### src/rtl/lsu_pkg.sv
// Shared LSU types: store-size encoding and byte-enable masks.
// Also holds the lane-select helper used by the store merge path.
package lsu_pkg;

  typedef enum logic [1:0] {
    ST_BYTE = 2'b00,
    ST_HALF = 2'b01,
    ST_WORD = 2'b10,
    ST_NONE = 2'b11
  } st_type_e;

  localparam logic [3:0] BE_NONE = 4'b0000;
  localparam logic [3:0] BE_BYTE = 4'b0001;
  localparam logic [3:0] BE_HALF_LO = 4'b0011;
  localparam logic [3:0] BE_HALF_HI = 4'b1100;
  localparam logic [3:0] BE_WORD = 4'b1111;

  // Halfword lanes ignore addr[0]; misalignment is flagged separately.
  function automatic logic [3:0] be_mask(
    input st_type_e   t,
    input logic [1:0] off
  );
    logic [3:0] m;
    m = BE_NONE;
    unique case (t)
      ST_BYTE: m = 4'(BE_BYTE << off);
      ST_HALF: m = off[1] ? BE_HALF_HI : BE_HALF_LO;
      ST_WORD: m = BE_WORD;
      ST_NONE: m = BE_NONE;
    endcase
    return m;
  endfunction

endpackage

### src/rtl/store_data_rewrite_if.sv
// Bundle between the store-merge wrapper and its datapath.
// master drives the request, slave returns merged and registered data.
interface store_data_rewrite_if;
  import lsu_pkg::*;

  logic [1:0]  addr;
  st_type_e    st_type;
  logic [31:0] st_data;
  logic [31:0] ld_data;
  logic        vld;
  logic [31:0] new_data;
  logic [3:0]  be;
  logic        mis;
  logic [31:0] new_data_q;
  logic [3:0]  be_q;
  logic        vld_q;

  modport master (
    output addr, st_type, st_data, ld_data, vld,
    input  new_data, be, mis,
    input  new_data_q, be_q, vld_q
  );

  modport slave (
    input  addr, st_type, st_data, ld_data, vld,
    output new_data, be, mis,
    output new_data_q, be_q, vld_q
  );

endinterface

### src/rtl/lane_mux4.sv
// One byte lane of the merge: store byte when enabled, else load byte.
// Instantiated once per lane of the 32-bit word.
module lane_mux4 (
  input  logic       sel_i,
  input  logic [7:0] st_i,
  input  logic [7:0] ld_i,
  output logic [7:0] y_o
);

  assign y_o = sel_i ? st_i : ld_i;

endmodule

### src/rtl/store_data_rewrite_merge.sv
// Store merge datapath: lane replication, byte enables, misalign flag,
// plus the single valid-qualified output register.
module store_data_rewrite_merge
  import lsu_pkg::*;
(
  input logic             clk,
  input logic             rst,
  store_data_rewrite_if.slave bus
);

  logic [31:0] rep_d;
  logic [31:0] data_d;
  logic [3:0]  be_d;
  logic        mis_d;

  logic [31:0] data_q;
  logic [3:0]  be_q;
  logic        vld_q;

  // Replicate the operand so each lane already holds its store byte.
  always_comb begin
    rep_d = bus.st_data;
    case (bus.st_type)
      ST_BYTE: rep_d = {4{bus.st_data[7:0]}};
      ST_HALF: rep_d = {2{bus.st_data[15:0]}};
      default: rep_d = bus.st_data;
    endcase
  end

  assign be_d  = be_mask(bus.st_type, bus.addr);
  assign mis_d = (bus.st_type == ST_HALF) && bus.addr[0];

  for (genvar i = 0; i < 4; i++) begin : g_lane
    lane_mux4 u_lane (
      .sel_i (be_d[i]),
      .st_i  (rep_d[8*i +: 8]),
      .ld_i  (bus.ld_data[8*i +: 8]),
      .y_o   (data_d[8*i +: 8])
    );
  end

  always_ff @(posedge clk) begin
    if (rst) begin
      data_q <= '0;
      be_q   <= '0;
      vld_q  <= 1'b0;
    end else begin
      vld_q <= bus.vld;
      if (bus.vld) begin
        data_q <= data_d;
        be_q   <= be_d;
      end
    end
  end

  assign bus.new_data   = data_d;
  assign bus.be         = be_d;
  assign bus.mis        = mis_d;
  assign bus.new_data_q = data_q;
  assign bus.be_q       = be_q;
  assign bus.vld_q      = vld_q;

endmodule

### src/rtl/store_data_rewrite.sv
// LSU store-data merge unit: combinational merge for memory write
// ports plus a one-cycle registered copy for pipelined ports.
module store_data_rewrite
  import lsu_pkg::*;
(
  input  logic        i_clk,
  input  logic        i_rst,
  input  logic [1:0]  i_lsu_addr_segment,
  input  logic [1:0]  i_st_type,
  input  logic [31:0] i_st_data,
  input  logic [31:0] i_ld_data,
  input  logic        i_vld,
  output logic [31:0] o_st_new_data,
  output logic [3:0]  o_byte_en,
  output logic        o_misaligned,
  output logic [31:0] o_st_new_data_q,
  output logic [3:0]  o_byte_en_q,
  output logic        o_vld_q
);

  store_data_rewrite_if u_bus ();

  assign u_bus.addr    = i_lsu_addr_segment;
  assign u_bus.st_type = st_type_e'(i_st_type);
  assign u_bus.st_data = i_st_data;
  assign u_bus.ld_data = i_ld_data;
  assign u_bus.vld     = i_vld;

  store_data_rewrite_merge u_merge (
    .clk (i_clk),
    .rst (i_rst),
    .bus (u_bus.slave)
  );

  assign o_st_new_data   = u_bus.new_data;
  assign o_byte_en       = u_bus.be;
  assign o_misaligned    = u_bus.mis;
  assign o_st_new_data_q = u_bus.new_data_q;
  assign o_byte_en_q     = u_bus.be_q;
  assign o_vld_q         = u_bus.vld_q;

endmodule

### config.mk
export PLATFORM = sky130hd
export DESIGN_NAME = store_data_rewrite
export DESIGN_NICKNAME = d
export VERILOG_FILES = /design/src/rtl/lsu_pkg.sv /design/src/rtl/store_data_rewrite_if.sv /design/src/rtl/lane_mux4.sv /design/src/rtl/store_data_rewrite_merge.sv /design/src/rtl/store_data_rewrite.sv
export SDC_FILE = /design/constraint.sdc
export NUM_CORES = 1
export LEC_CHECK = 0
export ABC_AREA = 1
export CAP_MARGIN = 20
export CORE_AREA = 2 2 91 93
export DETAILED_ROUTE_END_ITERATION = 10
export DIE_AREA = 0 0 93 95
export PLACE_DENSITY = 0.76
export SKIP_CTS_REPAIR_TIMING = 1
export SYNTH_ARGS = -nofsm -noshare
export SYNTH_HDL_FRONTEND = slang
export SYNTH_HIERARCHICAL = 1
export SYNTH_SLANG_ARGS = --single-unit
### constraint.sdc
create_clock -name i_clk -period 1.4 [get_ports i_clk]
set_input_delay 0.28 -clock i_clk [delete_from_list [all_inputs] [get_ports i_clk]]
set_output_delay 0.28 -clock i_clk [all_outputs]
set_load 0.05 [all_outputs]
Word level (Yosys, flattened, before mapping)
Index checks and enable logic that the tools add are counted.
{ "word_totals": {"register_bits": 37, "in_bits": 71, "out_inout_bits": 74, "wordCells": 16} }
{ "op_classes": {"eq_ne": 3, "shifts": 1, "muxes": 7, "n_reduce_logical": 2} }
{ "ops": {"columns": ["operator", "count"], "rows": [
  ["case mux 32 bit (2 select lines)", 1],
  ["2-to-1 mux 8 bit", 4],
  ["case mux 4 bit (4 select lines)", 1],
  ["== test 2 bit (second input constant)", 2],
  ["2-to-1 mux 4 bit", 1],
  ["left shift 1 x 2 -> 4 bit (first input constant)", 1],
  ["== test 2 x 1 -> 1 bit (second input constant)", 1],
  ["zero test 2 bit", 1],
  ["logical AND 1 bit", 1]
]} }

Longest topological paths before layout
Gate-level depths: netlist (run 1).
{ "logic_depth": {"word_depth": 3, "mapped_depth": 13, "mapped_depth_nobuf": 10} }

Cells and area by module
The synthesis (run 1) kept the hierarchy.
{ "by_module_without_submodules": {"columns": ["module", "instances", "cells_per_inst", "area_per_inst_um2", "seq_area_each_um2"], "rows": [
  ["store_data_rewrite_merge", 1, 259, 1732.9, 740.7],
  ["lane_mux4", 4, 26, 105.1, 0.0]
]} }

Worst setup path before layout (run 1)
No wires, ideal clock.
{ "synth_path": {"path_kind": "input -> output", "startpoint": "input i_st_type[0]", "endpoint": "output o_st_new_data[10]", "arrival_ns": 1.839, "required_time_ns": 1.120, "path_slack_ns": -0.719, "stages": 8, "path_buffers": 2, "cell_sequence": "buf_6 > inv_1 > nand2_1 > nand3_1 > buf_6 > inv_2 > nand2_1 > nand2_1"} }
{ "synth_via": {"elab_chain_len": 3, "elab_cells_between_ends": 7, "classes_between": "3 x eq/ne; 3 x mux; 1 x reduce/logical"} }
{ "synth_lines": {"columns": ["element", "line", "source"], "rows": [
  ["from (decl)", "store_data_rewrite.sv:9", "input logic [1:0] i_st_type,"],
  ["== test 2 bit, or another cell as far along", "lsu_pkg.sv:25", "unique case (t)"],
  ["case mux 4 bit (4 select lines) *", "lsu_pkg.sv:25", null],
  ["net o_byte_en[1]", "store_data_rewrite.sv:14", "output logic [3:0] o_byte_en,"],
  ["2-to-1 mux 8 bit *", "lane_mux4.sv:10", "assign y_o = sel_i ? st_i : ld_i;"],
  ["to (decl)", "store_data_rewrite.sv:13", "output logic [31:0] o_st_new_data,"]
]} }
Mark *: on every way through the listed nets, which the timed path passes. The rest lies on a longest branch.

Worst setup path after layout (run 1)
{ "layout_path": {"startpoint": "input i_st_type[1]", "endpoint": "output o_st_new_data[8]"} }
{ "layout_via": {"elab_chain_len": 3, "elab_cells_between_ends": 7, "classes_between": "3 x eq/ne; 3 x mux; 1 x reduce/logical"} }
{ "layout_lines": {"columns": ["element", "line", "source"], "rows": [
  ["== test 2 x 1 -> 1 bit or zero test 2 bit (tied branches)", "store_data_rewrite_merge.sv:23", "case (bus.st_type)"],
  ["case mux 32 bit (2 select lines) *", "store_data_rewrite_merge.sv:23", null],
  ["net u_merge.rep_d[8]", "store_data_rewrite_merge.sv:11", "logic [31:0] rep_d;"],
  ["2-to-1 mux 8 bit *", "lane_mux4.sv:10", null]
]} }
Marks and branches as above.

==> results_dict.tcl, run 1 <==
set metrics [dict create \
    worst-setup-path-type "input port to output pin" \
    grt_util_met3 0.0742 \
    antenna_found_initial 1 \
    synth_fp_nets 434 \
    pwr-share-clk 0.145 \
    clk_pin_slew_ps 70 \
    synth_cell_types 17 \
    synth_most_common_cell "nand2_1" \
    cts.sinks 37 \
    post-route-util 0.766 \
    grt.met1_usage 0.253 \
    maxSlewHeadroom 0.792 \
    violations "negative setup slack" \
    tns_ps -8150 \
    r2r_end "u_merge/bus.be_q[1]" \
    grt_pass1_vias 3182 \
    cts_made_buffers 5 \
    htree_levels 2 \
    power.density_mw_per_mm2 810 \
    power.internal_mw 2.85 \
    fin_worst_skew_ps 0 \
    coreArea_sq_mm 0.00793 \
    worstRegToRegCells 4 \
    grt_pass1_wl_um 15800 \
    grt-busiest-layer "met2" \
    pwr-share-seq 0.248 \
    grt_use_total 0.230 \
    root_buffer "clkbuf_8" \
    row_count 33 \
    viasPerCell 4.93 \
    r2r_slack_ps 650 \
    dp.cells 637 \
    yosys.area.top_type "dfxtp_1" \
    status "finished with violations" \
    dr.pass1.iters 5 \
    switching_share 0.422 \
    rsz0062_at_grt "true" \
    postSynth.asyncResetShare 0 \
    synth.area.mux_share 0 \
    end_kind "output pin" \
    syn_to_final_growth_pct 182 \
    drc 0 \
    ir_drop_uv 612 \
    nNetsFinal 632 \
    hp-start "i_st_data[2]" \
    crit_required_ps 1120 \
    ys_seq_area_frac 0.344 \
    startpoint_type "input port" \
    fin_crit_sh 1.23 \
    r2r-start "u_merge/bus.be_q[1]" \
    drt-initial-drc-count 196 \
    worst_pin_slew_ps 311 \
    power_frac_comb 0.607 \
    synth-simple-area-share 0.434 \
    clock.fmax_mhz 582 \
    antenna_cells 0 \
    synth-xor-area-share 0 \
    wl_per_cell_um 17.7 \
    initial_utilization 0.272 \
    syn_inst 363 \
    p_leak_nw 2.80 \
    die_h_um 95 \
    min_path_cells 6 \
    die_area_sq_mm 0.00884 \
    drv_cap 0 \
    arrival_ps 1440 \
    synth_adder_area_share 0 \
    boundaryPins 145 \
    finalHoldViolations 0 \
    layout-drive-gt1-share 0.486 \
    synth-seq-cells 37 \
    min_to "u_merge/bus.new_data_q[2]" \
    dp_slack_ps -766 \
    gr-total-overflow 0 \
    hold_path_class "input port to flip-flop" \
    synth_area_per_cell_sq_um 5.93 \
    synth_edf_count 0 \
    p_total_mw 4.92 \
    cts_buffer_depth 2 \
    yosysWarnings 6 \
    yosys_most_used_dff "dfxtp_1" \
    cts_tree "built" \
    finalWorstSetupSlack_ps -319 \
    grt_max_degree 25 \
    power.switching_mw 2.07 \
    slew_violations 0 \
    routed_wl_um 11800 \
    synth_top_family_by_area "simple AND/OR/NAND/NOR gates" \
    io_buffers 144 \
    dr_total_vias 3281 \
    place.gp.congestion 0.805 \
    fin_cells 665 \
    synthTopCellsByArea "dfxtp_1 (34%), nand2_1 (26%), nor2_1 (13%)" \
    min_period_ps 1720 \
    finalSetupViolations 36 \
    syn_area_sq_mm 0.00215 \
    netlist.area_leader.share 0.344 \
    dieWidth_um 93 \
    yosys-top-cells-count "nand2_1 (150), nor2_1 (77), o21ai_0 (41), dfxtp_1 (37), inv_1 (16)" \
    fillers 526 \
    dp_hpwl_um 8350 \
    ant_nets 0 \
    synth_compound_area_frac 0.120 \
    crit_path_max_fanout 6 \
    clk_latency_ps 290 \
    met2_usage 0.420 \
]
-- worst max-delay path, cell delays in order --
cell     delay (ps)
buf_12          120
buf_6           130
buf_4           150
o21ai_0         260
nand2_1         140
nand2_2         150
nand2_8          70
buf_12          140
-- logic make-up after synthesis --
family	Yosys count
buffers and inverters	41
and+or+nand+nor	237
AOI/OAI and AO/OA	48
DFF	37
-- routing by layer --
metal  wire [um]  share of wire
met5          13         0.0011
met4         406          0.034
met3        1010          0.086
met1        4180           0.35
met2        6180           0.52
-- area by class of cell --
class                   instances  area [sq um]  area share
clock buffers                   5          68.8      0.0113
clock inverters                 1          5.00    0.000824
inverters                      22           154      0.0253
multi-input cells             289          2180       0.359
flip-flops and latches         37           741       0.122
well taps                     105           131      0.0216
repair buffers                206          2790       0.460
-- power groups by stage --
| stage | clock (mW) | combinational (mW) | sequential (mW) |
|---|---|---|---|
| 6_report | 0.711 | 2.99 | 1.22 |
| 5_1_grt | 0.775 | 3.10 | 1.23 |
| 4_1_cts | 0.739 | 2.76 | 1.22 |
| 3_5_place_dp | 0 | 2.75 | 1.25 |
| 3_3_place_gp | 0 | 2.71 | 1.24 |
| 2_1_floorplan | 0 | 1.19 | 1.48 |
-- cells in the final DEF (no fill, tap or decap) --
master,synthesis,layout
buf_6,7,11
inv_12,0,1
nor2_2,0,2
o21ai_0,41,35
nand2_8,0,35
o211ai_1,7,7
nand2_4,0,32
o21ai_1,0,3
nor2_1,77,73
buf_2,6,1
clkinv_8,0,2
inv_1,16,8
o21ai_2,0,3
nand2_1,150,54
nand4_1,3,3
clkdlybuf4s50_1,0,51
clkinv_2,0,1
clkbuf_8,0,5
nand3_4,1,6
inv_8,0,2
nor2_4,1,3
nand2_2,0,31
inv_2,5,7
inv_4,1,1
buf_12,0,79
dfxtp_1,37,37
nand3_1,3,2
dlymetal6s2s_1,0,15
buf_8,0,2
buf_4,1,47
inv_16,0,1
-- state kept, by name, indices dropped and copies added, names as in the netlist --
signal	flops
u_merge/bus.new_data_q	32
u_merge/bus.be_q	4
u_merge/bus.vld_q	1
-- per-stage QoR --
step,hold slack (ps),cell area [sq um]
2_1_floorplan,352,2940
4_1_cts,560,5520
5_1_grt,574,6070
3_3_place_gp,543,5440
3_5_place_dp,549,5440
6_report,553,6070
-- worst max path at each step --
stage / start / end / slack, ps / cells past startpoint
2_1_floorplan: i_st_type[1] / o_st_new_data[16] / -190 / 11
3_3_place_gp: i_st_type[0] / o_st_new_data[6] / -750 / 7
3_5_place_dp: i_st_type[1] / o_st_new_data[7] / -770 / 8
4_1_cts: i_st_type[0] / o_st_new_data[16] / -770 / 11
5_1_grt: i_st_type[1] / o_st_new_data[8] / -400 / 8
6_report: i_st_type[1] / o_st_new_data[8] / -320 / 8
Power figures use the tool's default switching activity.
==> run 2: changes to the inputs <==
--- a/config.mk
+++ b/config.mk
@@ -10,6 +10,7 @@
 export CORE_AREA = 2 2 91 93
 export DETAILED_ROUTE_END_ITERATION = 10
 export DIE_AREA = 0 0 93 95
+export HOLD_SLACK_MARGIN = 0.08
 export PLACE_DENSITY = 0.76
 export SKIP_CTS_REPAIR_TIMING = 1
 export SYNTH_ARGS = -nofsm -noshare
==> results of run 2 <==
The final DEF is identical to that of run 1; final timing and power are the same.
